--- config.mk ---
export PLATFORM = sky130hd
export DESIGN_NAME = alu_sequencer
export DESIGN_NICKNAME = d
export VERILOG_FILES = /design/src/rtl/alu_seq_pkg.sv /design/src/rtl/alu_seq_decode.sv /design/src/rtl/alu_sequencer.sv
export SDC_FILE = /design/constraint.sdc
export NUM_CORES = 1
export LEC_CHECK = 0
export ABC_CLOCK_PERIOD_IN_PS = 4600
export CELL_PAD_IN_SITES_DETAIL_PLACEMENT = 1
export CELL_PAD_IN_SITES_GLOBAL_PLACEMENT = 2
export CORE_ASPECT_RATIO = 0.75
export CORE_MARGIN = 4
export CORE_UTILIZATION = 27
export DETAILED_ROUTE_END_ITERATION = 12
export GPL_TIMING_DRIVEN = 0
export PLACE_DENSITY_LB_ADDON = 0.1
export SETUP_SLACK_MARGIN = 0.15
export SLEW_MARGIN = 25
export SYNTH_ARGS = -nofsm -noshare
export SYNTH_HDL_FRONTEND = slang
export SYNTH_HIERARCHICAL = 1
export SYNTH_SLANG_ARGS = --single-unit
--- constraint.sdc ---
create_clock -name clk -period 4.6 [get_ports clk]
set_input_delay 0.69 -clock clk [delete_from_list [all_inputs] [get_ports clk]]
set_output_delay 0.69 -clock clk [all_outputs]
set_load 0.01 [all_outputs]
--- src/rtl/alu_seq_pkg.sv ---
// alu_seq_pkg: opcode encodings, sequencer state type and instruction field
// positions shared by the sequencer and its decoder.
package alu_seq_pkg;

  localparam logic [4:0] OP_ROLV = 5'b00000;
  localparam logic [4:0] OP_RORV = 5'b00001;
  localparam logic [4:0] OP_NOT  = 5'b00010;
  localparam logic [4:0] OP_NOR  = 5'b00011;
  localparam logic [4:0] OP_ADD  = 5'b10000;
  localparam logic [4:0] OP_ADDI = 5'b10100;
  localparam logic [4:0] OP_BGE  = 5'b11000;
  localparam logic [4:0] OP_HALT = 5'b11111;

  localparam int OP_HI  = 31;
  localparam int OP_LO  = 27;
  localparam int RS_HI  = 26;
  localparam int RS_LO  = 22;
  localparam int RT_HI  = 21;
  localparam int RT_LO  = 17;
  localparam int RD_HI  = 16;
  localparam int RD_LO  = 12;
  localparam int IMM_HI = 16;

  typedef enum logic [2:0] {
    ST_FETCH  = 3'd0,
    ST_DECODE = 3'd1,
    ST_EXEC   = 3'd2,
    ST_WB     = 3'd3,
    ST_HALT   = 3'd4
  } state_e;

  // 17-bit immediate to 32-bit two's complement
  function automatic logic [31:0] sext_imm(input logic [16:0] imm);
    return {{15{imm[16]}}, imm};
  endfunction

endpackage

--- src/rtl/alu_seq_decode.sv ---
// alu_seq_decode: opcode legality, op class flags and register write target.
// Latency: purely combinational, zero cycles.
// Backpressure: none; outputs follow the instruction register directly.
module alu_seq_decode
  import alu_seq_pkg::*;
(
  input  logic [4:0] i_op,
  input  logic [4:0] i_rt,
  input  logic [4:0] i_rd,
  output logic       o_legal,
  output logic       o_is_halt,
  output logic       o_is_bge,
  output logic       o_is_addi,
  output logic [4:0] o_wa
);

  // Classify the opcode; ADDI writes rt, every other writing op writes rd
  always_comb begin
    o_legal   = 1'b0;
    o_is_halt = 1'b0;
    o_is_bge  = 1'b0;
    o_is_addi = 1'b0;
    case (i_op)
      OP_ROLV, OP_RORV, OP_NOT, OP_NOR, OP_ADD: o_legal = 1'b1;
      OP_ADDI: begin
        o_legal   = 1'b1;
        o_is_addi = 1'b1;
      end
      OP_BGE: begin
        o_legal  = 1'b1;
        o_is_bge = 1'b1;
      end
      OP_HALT: begin
        o_legal   = 1'b1;
        o_is_halt = 1'b1;
      end
      default: ;
    endcase
    o_wa = o_is_addi ? i_rt : i_rd;
  end

endmodule

--- src/rtl/alu_sequencer.sv ---
// alu_sequencer: multi-cycle FETCH/DECODE/EXEC/WB sequencer driving imem, register file and ALU.
// Latency: 4 cycles per ALU/ADDI op, 3 per BGE, plus one cycle per imem_ack wait cycle.
// Backpressure: imem_req/imem_addr held until imem_ack; HALT is terminal until reset.
module alu_sequencer
  import alu_seq_pkg::*;
#(
  parameter logic [31:0] RESET_PC = 32'h0
) (
  input  logic        clk,
  input  logic        rst_n,
  output logic        imem_req,
  output logic [31:0] imem_addr,
  input  logic        imem_ack,
  input  logic [31:0] imem_rdata,
  output logic [4:0]  rf_ra1,
  output logic [4:0]  rf_ra2,
  input  logic [31:0] rf_rd1,
  input  logic [31:0] rf_rd2,
  output logic        rf_we,
  output logic [4:0]  rf_wa,
  output logic [31:0] rf_wd,
  output logic [31:0] alu_i1,
  output logic [31:0] alu_i2,
  output logic [4:0]  alu_sel,
  input  logic [31:0] alu_o,
  input  logic        alu_zero,
  output logic        halted,
  output logic        illegal,
  output logic [31:0] retired
);

  state_e      r_state;
  state_e      w_state_nxt;
  logic [31:0] r_pc;
  logic [31:0] r_ir;
  logic [31:0] r_result;
  logic [31:0] r_retired;
  logic        r_halted;
  logic        r_illegal;
  logic        r_run;

  logic [4:0]  w_op;
  logic [4:0]  w_rs;
  logic [4:0]  w_rt;
  logic [4:0]  w_rd;
  logic [4:0]  w_wa;
  logic [31:0] w_imm;
  logic        w_legal;
  logic        w_is_halt;
  logic        w_is_bge;
  logic        w_is_addi;
  logic        w_fire;

  assign w_op   = r_ir[OP_HI:OP_LO];
  assign w_rs   = r_ir[RS_HI:RS_LO];
  assign w_rt   = r_ir[RT_HI:RT_LO];
  assign w_rd   = r_ir[RD_HI:RD_LO];
  assign w_imm  = sext_imm(r_ir[IMM_HI:0]);
  // An ack only counts while the request is actually being driven
  assign w_fire = (r_state == ST_FETCH) && r_run && imem_ack;

  alu_seq_decode u_decode (
    .i_op      (w_op),
    .i_rt      (w_rt),
    .i_rd      (w_rd),
    .o_legal   (w_legal),
    .o_is_halt (w_is_halt),
    .o_is_bge  (w_is_bge),
    .o_is_addi (w_is_addi),
    .o_wa      (w_wa)
  );

  assign imem_addr = r_pc;
  assign rf_ra1    = w_rs;
  assign rf_ra2    = w_rt;
  assign halted    = r_halted;
  assign illegal   = r_illegal;
  assign retired   = r_retired;

  // State register
  always_ff @(posedge clk or negedge rst_n) begin
    if (!rst_n) r_state <= ST_FETCH;
    else        r_state <= w_state_nxt;
  end

  // Keeps imem_req low through reset and until the first edge after release
  always_ff @(posedge clk or negedge rst_n) begin
    if (!rst_n) r_run <= 1'b0;
    else        r_run <= 1'b1;
  end

  // Next-state and per-state output drive; everything idles at zero by default
  always_comb begin
    w_state_nxt = r_state;
    imem_req    = 1'b0;
    rf_we       = 1'b0;
    rf_wa       = 5'd0;
    rf_wd       = 32'd0;
    alu_sel     = 5'd0;
    alu_i1      = 32'd0;
    alu_i2      = 32'd0;
    case (r_state)
      ST_FETCH: begin
        imem_req = r_run;
        if (r_run && imem_ack) w_state_nxt = ST_DECODE;
      end
      ST_DECODE: begin
        if (!w_legal || w_is_halt) w_state_nxt = ST_HALT;
        else                       w_state_nxt = ST_EXEC;
      end
      ST_EXEC: begin
        alu_sel     = w_op;
        alu_i1      = rf_rd1;
        alu_i2      = w_is_addi ? w_imm : rf_rd2;
        w_state_nxt = w_is_bge ? ST_FETCH : ST_WB;
      end
      ST_WB: begin
        rf_wa       = w_wa;
        rf_wd       = r_result;
        rf_we       = (w_wa != 5'd0);
        w_state_nxt = ST_FETCH;
      end
      ST_HALT: w_state_nxt = ST_HALT;
      default: w_state_nxt = ST_FETCH;
    endcase
  end

  // Architectural state: ir capture, ALU result, pc update, retire count, halt flags
  always_ff @(posedge clk or negedge rst_n) begin
    if (!rst_n) begin
      r_pc      <= RESET_PC;
      r_ir      <= 32'd0;
      r_result  <= 32'd0;
      r_retired <= 32'd0;
      r_halted  <= 1'b0;
      r_illegal <= 1'b0;
    end else begin
      case (r_state)
        ST_FETCH: if (w_fire) r_ir <= imem_rdata;
        ST_DECODE: begin
          if (!w_legal) begin
            r_illegal <= 1'b1;
            r_halted  <= 1'b1;
          end else if (w_is_halt) begin
            r_halted  <= 1'b1;
          end
        end
        ST_EXEC: begin
          r_result <= alu_o;
          if (w_is_bge) begin
            r_pc      <= alu_zero ? (r_pc + 32'd1 + w_imm) : (r_pc + 32'd1);
            r_retired <= r_retired + 32'd1;
          end
        end
        ST_WB: begin
          r_pc      <= r_pc + 32'd1;
          r_retired <= r_retired + 32'd1;
        end
        default: ;
      endcase
    end
  end

endmodule

After elaboration in Yosys (flattened, before gate mapping)
Cells that the tools add are included.
{"block": "op_classes", "muxes": 24, "n_reduce_logical": 14, "addsub": 3, "n_bitwise": 1, "eq_ne": 14}
{"cell": "$mux W32", "n": 7}
{"cell": "$pmux W32 S2", "n": 2}
{"cell": "$add A32 B1 Y32 const B", "n": 2}
{"cell": "$add A32 B32 Y32", "n": 1}
{"cell": "$eq A5 B5 Y1 const B", "n": 4}
{"cell": "$mux W5", "n": 3}
{"cell": "$pmux W3 S4", "n": 1}
{"cell": "$eq A5 B2 Y1 const B", "n": 2}
{"cell": "$mux W1", "n": 8}
{"cell": "$reduce_and A2 Y1", "n": 4}
{"cell": "$reduce_or A8 Y1", "n": 1}
{"cell": "$eq A3 B2 Y1 const B", "n": 2}
{"cell": "$mux W3", "n": 2}
{"cell": "$eq A5 B1 Y1 const B", "n": 1}
{"cell": "$logic_not A5 Y1", "n": 1}
{"cell": "$reduce_bool A5 Y1", "n": 1}
{"cell": "$ne A2 B1 Y1 const B", "n": 2}
{"cell": "$eq A3 B1 Y1 const B", "n": 1}
{"cell": "$eq A3 B3 Y1 const B", "n": 1}
{"cell": "$logic_and A1 B1 Y1", "n": 3}
{"cell": "$logic_not A3 Y1", "n": 1}
{"cell": "$mux W2", "n": 1}
{"cell": "$ne A2 B2 Y1 const B", "n": 1}
{"cell": "$reduce_bool A2 Y1", "n": 1}
{"cell": "other kinds (3)", "n": 3}
{"block": "totals", "elab_cells": 64, "output_inout_bits": 184, "register_bits": 134, "inputBits": 132}

Longest topological paths before layout
Gate-level depths: netlist of the first run.
{"block": "depth", "depth_word": 7, "mapped_depth": 17, "mapped_depth_nobuf": 15}

Hierarchy
The synthesis of the first run kept the hierarchy.
{"mod": "alu_sequencer", "cells_per_inst": 1058, "area_per_inst_um2": 9133.8, "instances": 1, "seq_area_each_um2": 3353.2}
{"mod": "alu_seq_decode", "cells_per_inst": 17, "area_per_inst_um2": 140.1, "instances": 1, "seq_area_each_um2": 0.0}

Worst setup path after synthesis of the first run
Ideal clock, no wire load.
{"block": "synth_timing", "path_type": "reg2reg", "start": "reg r_pc[2] (netlist: imem_addr[2])", "end": "reg r_pc[31] (netlist: imem_addr[31])", "stages_incl_launch_ff": 17, "setup_ns": 0.071, "path_buffers": 2, "synth_period_minus_slack_ns": 3.451, "arrival_time_ns": 3.380, "slack_ns": 1.149, "required_ns": 4.529, "cell_sequence": "dfrtp_1 and3_4 nand2_1 nor3_2 and3_2 clkbuf_1 nand3_1 xnor2_1 ha_1 clkbuf_1 and4_1 nand3_1 a211oi_1 nor3_1 o31a_1 a41o_1 nand4_1"}
{"block": "synth_via", "elab_chain_cells": 5}
{"item": "start: declaration", "line": "alu_sequencer.sv:34", "rtl": "logic [31:0] r_pc;"}
{"item": "start signal: assignment", "line": "alu_sequencer.sv:151", "rtl": "r_pc <= alu_zero ? (r_pc + 32'd1 + w_imm) : (r_pc + 32'd1);"}
{"item": "start signal: assignment", "line": "alu_sequencer.sv:156", "rtl": "r_pc <= r_pc + 32'd1;"}
{"item": "$add A32 B1 Y32 *", "line": "alu_sequencer.sv:151, alu_sequencer.sv:156"}
{"item": "$add A32 B32 Y32", "line": "alu_sequencer.sv:151"}
{"item": "$mux W32", "line": "alu_sequencer.sv:151"}
{"item": "$mux W32", "line": "alu_sequencer.sv:150", "rtl": "if (w_is_bge) begin"}
{"item": "$pmux W32 S2 *", "line": "alu_sequencer.sv:138", "rtl": "case (r_state)"}
Every way passes the cells marked *; elsewhere a longest branch is shown, timed or not. The select of a mux whose other input is x is not followed.
A chain may end at the register's enable or synchronous reset.

Worst setup path in the final report of the first run
{"block": "layout_timing", "start": "reg r_pc[5] (netlist: imem_addr[5])", "end": "reg r_pc[30] (netlist: imem_addr[30])"}
Same word-level chain as after synthesis.

==> implementation parameters, run 1 <==
Parameter                              Value

Run status
  Outcome    completed

Route
  Post-DRT Antenna Nets    0
  Via count    about 9000
  Drt first-iter violations    474
  Average wire length per cell after detail routing    approximately 21 um
  Drt via density    about 4.9
  Residual DRC count    0
  First-pass detailed-route iteration total    5
  Total wire length after detailed routing    39.0 mm

Layout
  Filler cells    3980
  Post-layout net count    about 1600
  Final Non-Filler Cells    1873
  Synthesis-to-finish area growth    47.3%
  Most frequent standard cell in the layout excluding fill and tap cells    clkdlybuf4s50_1
  Fraction of layout instances using a drive strength above 1    0.0844
  Commonest non-fill, non-tap cells in the layout    clkdlybuf4s50_1, nand2_1, dfrtp_1

Clock network
  CTS Hold Bufs    0
  Number of gates resized after cts    0
  Root buf cell    clkbuf_16
  Setup repair bufs after CTS    0
  TritonCTS clock tree    done
  Clock Sink Count    134
  CTS HTree Levels    4
  Latest clock arrival within the worst-skew pair    around 440 ps
  Clk slew on worst S/H paths    roughly 60 ps
  Buffers from clock root to sink, at most    2
  Num CTS Buffers    17

Setup path
  Reg-to-reg startpoint    imem_addr[5]
  Critical path start-end classification    reg -> reg
  Setup slack, reg-to-reg    around 460 ps
  Crit path launch type    flop
  Beginning of the critical path    imem_addr[5]
  Data arrival at the endpoint of the critical path    ~4500 ps
  Largest fanout on the critical path    7
  Critical path data required time    roughly 4900 ps
  Type of element capturing the critical path    flop

Global routing
  Largest net degree at the start of global routing    between 60 and 70
  Via count of the first global-routing pass    roughly 9400
  First-pass GRT wire length    approximately 60 mm
  Global Route Usage Sum    0.205
  Initial antenna violation count    2
  Total congestion overflow    0

Pwr
  Leakage power    0.00604 uW
  Worst VDD drop    around 0.27 mV
  Sequential cell fraction of total power    0.241
  Final Total Pwr    9020 uW
  Combinational share of power    0.601
  Net switching component of the power    about 4200 uW
  Clock power share    0.158
  Switch share    0.463
  Design internal power    approximately 4800 uW
  Power density relative to cell area    approximately 660 mW/mm^2

Timing
  Measured slew at the worst slew-check pin    just under 1000 ps
  Unrepaired setup endpoints after global routing    false
  Timing-limited maximum frequency    approximately 240 MHz
  Post-route fraction of the period consumed by the critical path    0.900
  Total Negative Setup Slacks    0 ps
  Post-route setup slack    ~460 ps
  Post-Route Hold Slack    ~120 ps
  Final number of max-transition violations    0
  Count of endpoints failing setup in the final report    0
  Relative slew slack    0.334
  Final period demand of the worst path    around 4100 ps
  Clock Skew    11.8 ps
  Final Hold Viols    0

Synth
  Number of warnings printed during yosys synthesis    6
  Simple-gate share of the synthesized area    0.270
  Total standard cell area after synthesis    about 0.0093 mm^2
  Synthesized netlist net count    around 1200
  Post-synthesis share of cell area spent on full adders, half adders and majority gates    0.0561
  Most common flop cell mapped by yosys    dfrtp_1
  Async S/R FF share, synth    1.00
  Average cell area after synthesis    8.63 um^2
  Compound-gate portion of the synthesized area    0.127
  Share of the synthesized netlist area taken by xor and xnor gates    0.0774
  Seq/Total Area, Yosys    0.362
  Multiplexer fraction of the synthesized cell area    0.0654
  Cells after Synth    1075
  Number of enable-type register cells in the synthesized netlist    0
  Main combinational cell family by area after synthesis    simple AND/OR/NAND/NOR gates
  Number of distinct library cell variants in the gate-level netlist after synthesis    76
  Count of state elements after synthesis    approximately 130

Worst hold path
  Tightest Hold Check Type    in -> async

Floorplan
  DIE HEIGHT    around 170 um
  Die X    about 220 um
  Die area    about 0.037 mm^2
  Number of rows in the core area    58
  Starting density of the core    0.275
  Area of the placeable core    approximately 0.034 mm^2
  # IOs    316

Run
  Count of max-cap constraint violations    0

Placement
  Number of buffers added on ports    ~320
  Post-detailed-placement half-perimeter wirelength    just over 30 mm
  Global placer's final weighted congestion    approximately 0.84
  Placed Cells    between 1500 and 2000
  Post-Place Worst Slack    ~21 ps
## logic make-up (layout without fill, tap and decap cells)
kind of cell / Yosys count / count (layout)
AO/OA/AOI/OAI: 190 / 190
flip-flops: 134 / 134
XOR/XNOR: 82 / 82
AND/OR/NAND/NOR: 488 / 488
other: 1 / 2
multiplexers: 56 / 56
buffers and inverters: 83 / 430
adder cells (fa/ha/maj): 41 / 41
## power by group through the flow
stage | logic (uW) | registers (uW) | clock network [uW]
2_1_floorplan | 3410 | 2060 | 0
3_3_place_gp | 5330 | 2180 | 0
3_5_place_dp | 5380 | 2200 | 0
4_1_cts | 5420 | 2180 | 1470
5_1_grt | 5990 | 2250 | 1520
6_report | 5420 | 2180 | 1420
## cells in the mapped netlist (3+ instances only)
| library cell | number | share of area |
|---|---|---|
| a31oi_1 | 11 | 0.0074 |
| dfrtp_1 | 134 | 0.36 |
| xnor2_1 | 50 | 0.047 |
| nand3_1 | 33 | 0.018 |
| ha_1 | 40 | 0.054 |
| nor2b_1 | 3 | 0.0020 |
| inv_1 | 14 | 0.0057 |
| nor3_1 | 13 | 0.0070 |
| buf_1 | 4 | 0.0016 |
| xor2_1 | 32 | 0.030 |
| nand2b_1 | 20 | 0.013 |
| a211oi_1 | 9 | 0.0073 |
| o211ai_1 | 4 | 0.0032 |
| o21ai_0 | 33 | 0.018 |
| buf_4 | 14 | 0.011 |
| and2_1 | 11 | 0.0074 |
| a22oi_1 | 6 | 0.0049 |
| nand4_2 | 3 | 0.0040 |
| nor4_1 | 5 | 0.0034 |
| and3_1 | 87 | 0.059 |
| o31ai_1 | 3 | 0.0024 |
| nor2_1 | 87 | 0.035 |
| a21o_1 | 17 | 0.014 |
| clkbuf_1 | 47 | 0.019 |
| and3_2 | 3 | 0.0024 |
| nand2_1 | 173 | 0.070 |
| and4_1 | 6 | 0.0057 |
| or3_1 | 4 | 0.0027 |
| nor3_2 | 3 | 0.0032 |
| a21oi_1 | 73 | 0.039 |
| o22ai_1 | 3 | 0.0020 |
| mux2i_1 | 19 | 0.021 |
| nand4_1 | 13 | 0.0088 |
| o21bai_1 | 8 | 0.0065 |
| o21a_1 | 3 | 0.0024 |
| a41oi_1 | 3 | 0.0028 |
| mux2_2 | 37 | 0.045 |
## metrics by stage
stage,area (um^2),utilization
after global placement,13000,0.386
after CTS,13600,0.405
final,13700,0.406
after global routing,13700,0.406
after detailed placement,13100,0.388
after floorplan,9270,-
## per-layer routing
layer,GRT usage,share of wire
met5,0,0.00028
met4,0.0361,0.0096
met3,0.0537,0.052
met2,0.323,0.45
met1,0.290,0.49
## state kept, by name, summed over array words and instances (netlist names)
signal,flops
halted,1
illegal,1
imem_addr,32
r_ir,32
r_result,32
r_run,1
r_state,3
retired,32
## worst paths after layout
kind,cells past startpoint,end
setup reg to reg,15,imem_addr[30]
min in group clk,1,halted
max in group asynchronous,3,r_ir[25]
setup / recovery,15,imem_addr[30]
hold reg to reg,1,halted
hold / removal,1,r_ir[0]
## layout make-up
type	count	area, um^2	area share
plain buffers	67	333	0.0244
multi-input cells	858	5540	0.406
well taps	450	563	0.0412
clock buffers	19	443	0.0324
inverters	15	58.8	0.00431
flip-flops and latches	134	3350	0.246
clock inverters	12	145	0.0106
diodes	1	2.50	0.000183
repair buffers	317	3210	0.235
## worst max-delay path, stage by stage, from the launching register on
cell	delay, ps
dfrtp_1	520
and2_1	270
nand3_2	250
nor2_4	250
and3_2	220
and3_1	190
xor2_1	280
ha_1	350
a21oi_1	220
o211ai_1	120
a41o_1	290
a221o_1	320
a41oi_1	340
o31ai_1	160
xnor2_1	160
a21oi_1	70
Power figures use the tool's default switching activity.
==> run 2, diff against run 1 <==
CTS_CLUSTER_DIAMETER = 120   (was unset)
==> results of run 2 <==
Final layout, timing and power as in run 1 (identical DEF).
==> run 3, diff against run 2 <==
TNS_END_PERCENT = 20   (was unset)
==> run 3 against run 2 <==
First-iteration DRC count decreased by 0.42%. Combinational power about the same. Fmax decreased by 1.1%. Via count about the same. Largest cell class unchanged. Clock skew about the same. Sequential cell count unchanged. Setup slack got worse by 45 ps. Sequential share of layout area about the same. Cell count unchanged.
==> implementation parameters, run 3 (synthesis gave the netlist of run 1 again) <==
Parameter                              Value

Layout
  Fraction of layout instances using a drive strength above 1    0.0837
  Post-layout net count    1583
  Storage cell area    0.00335 mm^2
  Commonest non-fill, non-tap cells in the layout    clkdlybuf4s50_1, nand2_1, dfrtp_1
  Most frequent standard cell in the layout excluding fill and tap cells    clkdlybuf4s50_1
  Total area of multi-input combinational cells    around 0.0055 mm^2
  Synthesis-to-finish area growth    47.2%
  Filler cells    approximately 4000

Placement
  Post-detailed-placement half-perimeter wirelength    30.7 mm
  Number of buffers added on ports    around 320
  Global placer's final weighted congestion    approximately 0.84

Setup path
  Crit path launch type    flop
  Delay-heaviest family, CP    simple AND/OR/NAND/NOR gates
  Series of cell instances along the critical path    nand4_2, nor3_2, and3_2, nand3_1, xnor2_1, ha_1, clkbuf_1, and4_1, nand3_1, a211oi_2, nor3_1, o31a_1, a41o_1, nand4_1
  Worst path bufs/invs    1
  Longest individual stage delay on the worst path    ~500 ps
  Slowest library cell on the worst path    dfrtp_1
  Critical path data required time    just under 5000 ps
  Largest fanout on the critical path    10
  Data arrival at the endpoint of the critical path    about 4600 ps
  Critical path start-end classification    reg -> reg
  Most common cell type on the critical path    nand3_1
  Type of element capturing the critical path    flop

Global routing
  First-pass GRT wire length    approximately 60 mm
  Initial antenna violation count    2
  Total congestion overflow    0
  Largest net degree at the start of global routing    62
  Via count of the first global-routing pass    around 9400
  Global Route Usage Sum    0.205

Clock network
  Root buf cell    clkbuf_16
  Clock Sink Count    roughly 130
  Latest clock arrival within the worst-skew pair    440 ps
  CTS HTree Levels    4
  CTS Hold Bufs    0
  Num CTS Buffers    17
  Clk slew on worst S/H paths    approximately 60 ps
  TritonCTS clock tree    done
  Buffers from clock root to sink, at most    2

Floorplan
  Starting density of the core    0.275
  Die X    between 200 and 250 um
  Die area    around 0.037 mm^2
  DIE HEIGHT    approximately 170 um
  Area of the placeable core    around 0.034 mm^2
  # IOs    ~320
  Number of rows in the core area    58

Worst hold path
  Tightest Hold Check Type    in -> async

Timing
  Clock Skew    ~12 ps
  Timing-limited maximum frequency    between 200 and 250 MHz
  Post-Route Hold Slack    between 100 and 150 ps
  Final Hold Viols    0
  Unrepaired setup endpoints after global routing    true
  Measured slew at the worst slew-check pin    between 900 and 1000 ps
  Count of endpoints failing setup in the final report    0
  Relative slew slack    0.334
  Final number of max-transition violations    0
  Final period demand of the worst path    4180 ps
  Post-route fraction of the period consumed by the critical path    0.909

Pwr
  Final Total Pwr    around 9000 uW
  Leakage power    0.00604 uW
  Sequential cell fraction of total power    0.241
  Switch share    0.463
  Design internal power    slightly below 5000 uW
  Clock power share    0.158
  Combinational share of power    0.601
  Worst VDD drop    around 0.27 mV
  Power density relative to cell area    661 mW/mm^2
  Net switching component of the power    approximately 4200 uW

Route
  Post-DRT Antenna Nets    0
  Drt via density    slightly below 5
  Via count    9153
  Average wire length per cell after detail routing    20.8 um
  Drt first-iter violations    ~470
  Residual DRC count    0
  Total wire length after detailed routing    about 40 mm
  First-pass detailed-route iteration total    5

Run status
  Outcome    completed

Run
  Count of max-cap constraint violations    0
[run 3: layout make-up]
type                            count  area share
Buffer                             67      0.0243
Sequential cell                   134       0.246
Clock inverter                     12      0.0106
Timing Repair Buffer              317       0.235
Multi-Input combinational cell    858       0.406
Antenna cell                        1    0.000183
Tap cell                          450      0.0412
Inverter                           15     0.00431
Clock buffer                       19      0.0324
[run 3: through the flow]
| step | setup TNS [ps] | util | cells | setup slack (ps) | area (um^2) |
|---|---|---|---|---|---|
| after detailed placement | 0 | 0.388 | 1842 | 21.1 | 13100 |
| after global placement | -468700 | 0.386 | 1840 | -3520 | 13000 |
| after CTS | 0 | 0.405 | 1872 | 190 | 13600 |
| after floorplan | 0 | - | 1075 | 1150 | 9270 |
| final | 0 | 0.406 | 1873 | 417 | 13700 |
| after global routing | 0 | 0.406 | 1873 | 90.9 | 13700 |
[run 3: routing by layer]
layer	up-vias	wire, um	share of wire	track usage
li1	4442	-	-	-
met1	4494	19100	0.49	0.290
met2	194	17500	0.45	0.323
met3	21	2010	0.052	0.0537
met4	2	374	0.0096	0.0361
met5	-	11	0.00028	0
[run 3: power groups by stage]
stage	sequential [uW]	combinational, uW	clock [uW]
6_report	2180	5420	1420
2_1_floorplan	2060	3410	0
3_3_place_gp	2180	5330	0
5_1_grt	2250	5990	1520
4_1_cts	2180	5420	1470
3_5_place_dp	2200	5380	0
[run 3: path summary, 6_finish.rpt]
path | cells past startpoint | end | start | slack [ps]
max | 14 | imem_addr[31] | imem_addr[8] | 420
min | 1 | r_ir[0] | rst_n | 120
max reg2reg | 14 | imem_addr[31] | imem_addr[8] | 420
min reg2reg | 1 | halted | halted | 470
max in group asynchronous | 3 | r_ir[25] | rst_n | 3570
min in group clk | 1 | halted | halted | 470
[run 3: repair_timing]
item                       in CTS  in global routing
setup buffers                   0                  0
gates resized for setup         0                  5
pin swaps                       0                  0
setup endpoints to repair       2                  7
==> RTL change 1 (config.mk and constraints of run 1) <==
Encoding of `state_e`: now Gray code (3 bits for 5 states).
--- a/src/rtl/alu_seq_pkg.sv
+++ b/src/rtl/alu_seq_pkg.sv
@@ -22,11 +22,11 @@
   localparam int IMM_HI = 16;
 
   typedef enum logic [2:0] {
-    ST_FETCH  = 3'd0,
-    ST_DECODE = 3'd1,
-    ST_EXEC   = 3'd2,
-    ST_WB     = 3'd3,
-    ST_HALT   = 3'd4
+    ST_FETCH  = 3'b000,
+    ST_DECODE = 3'b001,
+    ST_EXEC   = 3'b011,
+    ST_WB     = 3'b010,
+    ST_HALT   = 3'b110
   } state_e;
 
   // 17-bit immediate to 32-bit two's complement
Formal check against the unedited RTL: no difference found for any inputs over 4 cycles, from zero or initial values and one cycle with rst_n low; so few cycles prove little.
==> RTL change 1 against run 1 <==
- combinational power is 5.7% lower
- setup slack got worse by 0.022 ns
- design area is 0.23% lower
- non-clock buffer count up 8
- critical endpoint is now imem_addr[31]
- power down 3.6%
- synthesized area decreased by 0.46%
- critical path type unchanged
- cell count grew 0.53%
- wire length is 0.75% higher
- worst hold slack gained 0.033 ns
- sequential cell count did not move
- core utilization is essentially flat
- largest cell class unchanged
==> RTL change 1: results (changes against run 1) <==
| Metric | Value |
|---|---|
| Global-route wire length before repair | 60600 µm (+1.4%) |
| Maximum clock skew at final layout | 0.0108 ns (-0.00107 ns) |
| Count of mapped cells out of synthesis | 1085 (+0.93%) |
| Leakage power | 5.93 nW (-1.8%) |
| Top_reg_cell synth | sky130_fd_sc_hd__dfrtp_1 |
| IR Drop Worst-Case VDD | 0.000304 V (+13%) |
| Setup WS pre-CTS | -0.121 ns (-0.142 ns) |
| Family of cells with the greatest summed delay on the critical path | simple AND/OR/NAND/NOR gates |
| Routed wire length per instance | 20.9 µm (+0.21%) |
| Total number of vias | 9242 (+0.92%) |
| Number of buffers created by CTS | 17 (unchanged) |
| Ranking of synthesized cells by area | sky130_fd_sc_hd__dfrtp_1 (36%), sky130_fd_sc_hd__nand2_1 (7.5%), sky130_fd_sc_hd__and3_1 (5.6%) |
| Ratio of cells with drive above 1 in the final layout | 8.65% (+0.21 points) |
| Detailed placement HPWL | 30300 µm (-1.2%) |
| Clock root cell | sky130_fd_sc_hd__clkbuf_16 |
| Worst slew pin tran | 0.873 ns (-0.119 ns) |
| Clk pin slew, worst setup/hold paths | 0.06 ns (about the same) |
| Initial antenna violation count | 0 (-2) |
| Area post-placement | 13000 µm² (-0.54%) |
| Final Power | 8.70 mW (-3.6%) |
| Net switching power figure | 3.96 mW (-5.3%) |
| Ant. Diodes | 0 (-1) |
| Unique cell type count in the Yosys netlist | 73 (-3.9%) |
| Via count of the first global-routing pass | 9590 (+2.4%) |
| Number of buffer cells added on primary ports | 315 (unchanged) |
| Global-route usage over all layers | 20.9% (+0.32 points) |
| Synth async-reset ratio | 100% (unchanged) |
| Final estimated routing congestion in global placement | 0.829 (-1.1%) |
| Worst path slowest cell | sky130_fd_sc_hd__o21ai_1 |
| Arrival time of data at the critical path endpoint | 4.49 ns (+0.03 ns) |
| Total detailed-routing wirelength | 39300 µm (+0.75%) |
| Leading cell types by count after synthesis | sky130_fd_sc_hd__nand2_1 (185), sky130_fd_sc_hd__dfrtp_1 (134), sky130_fd_sc_hd__and3_1 (83), sky130_fd_sc_hd__nor2_1 (80), sky130_fd_sc_hd__a21oi_1 (65) |
| Number of nets in the layout | 1596 (+0.82%) |
| Startpoint of the most critical register-to-register path | imem_addr[11] |
| Count of yosys warnings during synthesis | 6 (unchanged) |
| Pin count of the biggest net entering global routing | 83 (+34%) |
| Net count of the mapped netlist | 1258 (+0.80%) |
| Outcome | completed |
| Critical path's largest stage delay | 0.44 ns (-0.08 ns) |
| Drt initial violations | 444 (-6.3%) |
| Seq/Total Area, Yosys | 36.3% (+0.17 points) |
| Total placed cells including tap cells | 1851 (+0.49%) |
| Reported combinational group power | 5.11 mW (-5.7%) |
RTL change 1: cell families (layout without fill, tap and decap cells):
group | after synthesis | after routing | synth area share [%]
multiplexers | 56 | 56 | 6.57
AO/OA/AOI/OAI | 192 | 192 | 12.8
other | 1 | 1 | 0.0406
adder cells (fa/ha/maj) | 41 | 41 | 5.64
AND/OR/NAND/NOR | 484 | 484 | 26.4
XOR/XNOR | 83 | 83 | 7.87
flip-flops | 134 | 134 | 36.3
buffers and inverters | 94 | 442 | 4.32
RTL change 1: per-layer routing:
layer / share of wire (%) / global-route usage [%]
met5: 0 / 0
met4: 1.2 / 4.02
met2: 45 / 32.8
met1: 48 / 29.2
met3: 5.1 / 5.58
RTL change 1: worst paths after layout:
kind / end / slack [ns] / cells after the start
max: imem_addr[31] / 0.44 / 16
max reg2reg: imem_addr[31] / 0.44 / 16
min in group clk: r_result[25] / 0.47 / 2
max in group asynchronous: retired[4] / 3.59 / 2
min: r_ir[24] / 0.15 / 1
min reg2reg: r_result[25] / 0.47 / 2
RTL change 1: area by class of cell:
| type | instances | area, µm² |
|---|---|---|
| clock inverters | 12 | 158 |
| inverters | 21 | 78.8 |
| multi-input cells | 857 | 5520 |
| fillers | 3962 | 20000 |
| plain buffers | 73 | 322 |
| well taps | 450 | 563 |
| repair buffers | 319 | 3210 |
| flip-flops and latches | 134 | 3360 |
| clock buffers | 17 | 425 |
RTL change 1: what timing repair did:
item	CTS	global route
gates resized for setup	2	10
pin swaps	0	3
setup buffers	0	3
setup endpoints to repair	3	9
gates cloned	0	0
==> RTL change 2 (settings of run 1) <==
Without the edit above. Reset style: synchronous (`rst_n`), changed in 3 clocked blocks.
--- a/src/rtl/alu_sequencer.sv
+++ b/src/rtl/alu_sequencer.sv
@@ -78,13 +78,13 @@
   assign retired   = r_retired;
 
   // State register
-  always_ff @(posedge clk or negedge rst_n) begin
+  always_ff @(posedge clk) begin
     if (!rst_n) r_state <= ST_FETCH;
     else        r_state <= w_state_nxt;
   end
 
   // Keeps imem_req low through reset and until the first edge after release
-  always_ff @(posedge clk or negedge rst_n) begin
+  always_ff @(posedge clk) begin
     if (!rst_n) r_run <= 1'b0;
     else        r_run <= 1'b1;
   end
@@ -126,7 +126,7 @@
   end
 
   // Architectural state: ir capture, ALU result, pc update, retire count, halt flags
-  always_ff @(posedge clk or negedge rst_n) begin
+  always_ff @(posedge clk) begin
     if (!rst_n) begin
       r_pc      <= RESET_PC;
       r_ir      <= 32'd0;
Formal check against the unedited RTL: differs if rst_n is asserted again (counterexample within 4 cycles, from zero or initial values and one cycle with rst_n low); with rst_n held inactive, the same outputs for 4 cycles.
==> RTL change 2 against run 1 <==
- synthesized area fell by 5.9%
- setup slack got worse by 0.026 ns
- synthesized cell count rose by 8.7%
- die area fell by 5.6%
- sequential cell count did not move
- wire length rose by 0.87%
- cell count rose by 4.3%
- count of clock-buffer cells in the layout did not move
- core utilization rose by 0.78 points
- global-route usage rose by 1.4 points
- design area fell by 4.4%
- highest routed layer unchanged
Power is not compared: it rests on default switching activity, and its combinational part moved more than twofold at a synthesized area within 25%.
==> RTL change 2: results (changes against run 1) <==
| Metric | Value |
|---|---|
| Setup WS pre-CTS | -0.259 ns (-0.280 ns) |
| Outcome | completed |
| HP Class | register to register |
| Total detailed-routing wirelength | 39300 µm (+0.87%) |
| Detail Route met2 WL | 17300 µm (-1.1%) |
| Top_reg_cell synth | sky130_fd_sc_hd__dfxtp_1 |
| Worst path slowest cell | sky130_fd_sc_hd__dfxtp_2 |
| Number of nets in the layout | 1679 (+6.1%) |
| Worst slew pin tran | 0.973 ns (-0.0192 ns) |
| Inverter count of the layout excluding clock inverters | 24 (+9) |
| Initial antenna violation count | 4 (+2) |
| Skew-Pair Late Insertion Delay | 0.45 ns |
| Maximum clock skew at final layout | 0.0102 ns (-0.00163 ns) |
| Met1 routing resource usage after global routing | 30.1% (+1.1 points) |
| Count of yosys warnings during synthesis | 6 (unchanged) |
| Fraction of area in multi-input gates | 43.4% (+2.9 points) |
| Number of multi-input logic gates | 931 (+8.5%) |
| Total number of vias | 9688 (+5.8%) |
| Via count of the first global-routing pass | 9904 (+5.8%) |
| Family of cells with the greatest summed delay on the critical path | simple AND/OR/NAND/NOR gates |
| Non-Clock Buffer Area Fraction | 27.0% (+1.0 points) |
| Leading cell types by count after synthesis | sky130_fd_sc_hd__nand2_1 (210), sky130_fd_sc_hd__dfxtp_1 (134), sky130_fd_sc_hd__a21oi_1 (126), sky130_fd_sc_hd__nor2_1 (104), sky130_fd_sc_hd__and3_1 (86) |
| Drt initial violations | 475 (+0.21%) |
| Met1 Wirelength | 18800 µm (-1.1%) |
| Routing usage on met3 | 6.16% (+0.78 points) |
| Global-route wire length before repair | 59900 µm (+0.17%) |
| Detailed placement HPWL | 30700 µm (+0.17%) |
| Unique cell type count in the Yosys netlist | 72 (-5.3%) |
| Setup repair bufs after CTS | 0 (unchanged) |
| Met2 GRT Util | 34.1% (+1.8 points) |
| Filler instances | 3833 (-3.7%) |
| Final estimated routing congestion in global placement | 0.799 (-4.7%) |
| Net count of the mapped netlist | 1341 (+7.5%) |
| Arrival time of data at the critical path endpoint | 4.47 ns (about the same) |
| Pin count of the biggest net entering global routing | 26 (-58%) |
| Global-route usage over all layers | 21.9% (+1.4 points) |
| Cells resized by post-CTS repair | 6 (+6) |
| Seq/Total Area, Yosys | 30.7% (-5.4 points) |
| Ratio of cells with drive above 1 in the final layout | 5.86% (-2.6 points) |
| Synth async-reset ratio | 0% (-100 points) |
| Met3 WL | 2600 µm (+27%) |
| Critical path's largest stage delay | 0.40 ns (-0.12 ns) |
| Register fraction of the total cell area | 20.6% (-4.0 points) |
| Final-layout clock-cell area share | 4.14% (-0.17 points) |
| Total of plain and repair buffers excluding clock buffers | 398 (+3.6%) |
==> RTL change 2: cell count changes in the layout (fill, tap and decap cells not counted), moves of 9 or more <==
| cell | run 1 | this run |
|---|---|---|
| sky130_fd_sc_hd__nor2_1 | 86 | 100 |
| sky130_fd_sc_hd__dfrtp_1 | 133 | 0 |
| sky130_fd_sc_hd__clkbuf_1 | 46 | 66 |
| sky130_fd_sc_hd__dfxtp_1 | 0 | 131 |
| sky130_fd_sc_hd__xnor2_1 | 50 | 37 |
| sky130_fd_sc_hd__a21oi_1 | 73 | 126 |
| sky130_fd_sc_hd__inv_1 | 14 | 23 |
| sky130_fd_sc_hd__mux2_2 | 37 | 5 |
| sky130_fd_sc_hd__nand2_1 | 173 | 210 |
==> RTL change 2: kinds of logic after synthesis <==
family | synth area share, %
AO/OA/AOI/OAI | 17.8
XOR/XNOR | 8.00
adder cells (fa/ha/maj) | 5.96
buffers and inverters | 4.93
flip-flops | 30.7
multiplexers | 2.94
AND/OR/NAND/NOR | 29.7
==> RTL change 2: final timing paths <==
kind                                    from            end  slack (ns)  cells after the start
worst max-delay path            imem_addr[0]  imem_addr[31]        0.44                     17
worst min-delay path            r_result[30]   r_result[30]        0.45                      2
worst max register to register  imem_addr[0]  imem_addr[31]        0.44                     17
worst min register to register  r_result[30]   r_result[30]        0.45                      2
==> RTL change 2: metrics by stage <==
step / std cells / setup TNS [ns] / instance area (µm²)
after floorplan: 1168 / 0 / 8730
after global placement: 1918 / -0.384 / 12400
after detailed placement: 1918 / -0.281 / 12400
after CTS: 1949 / 0 / 13000
after global routing: 1954 / 0 / 13100
final: 1954 / 0 / 13100
==> RTL change 2: power by group <==
part	switching, mW	internal, mW
registers	0.0403	1.20
clock network	0.598	0.710
logic	0.285	0.257
total	0.923	2.16
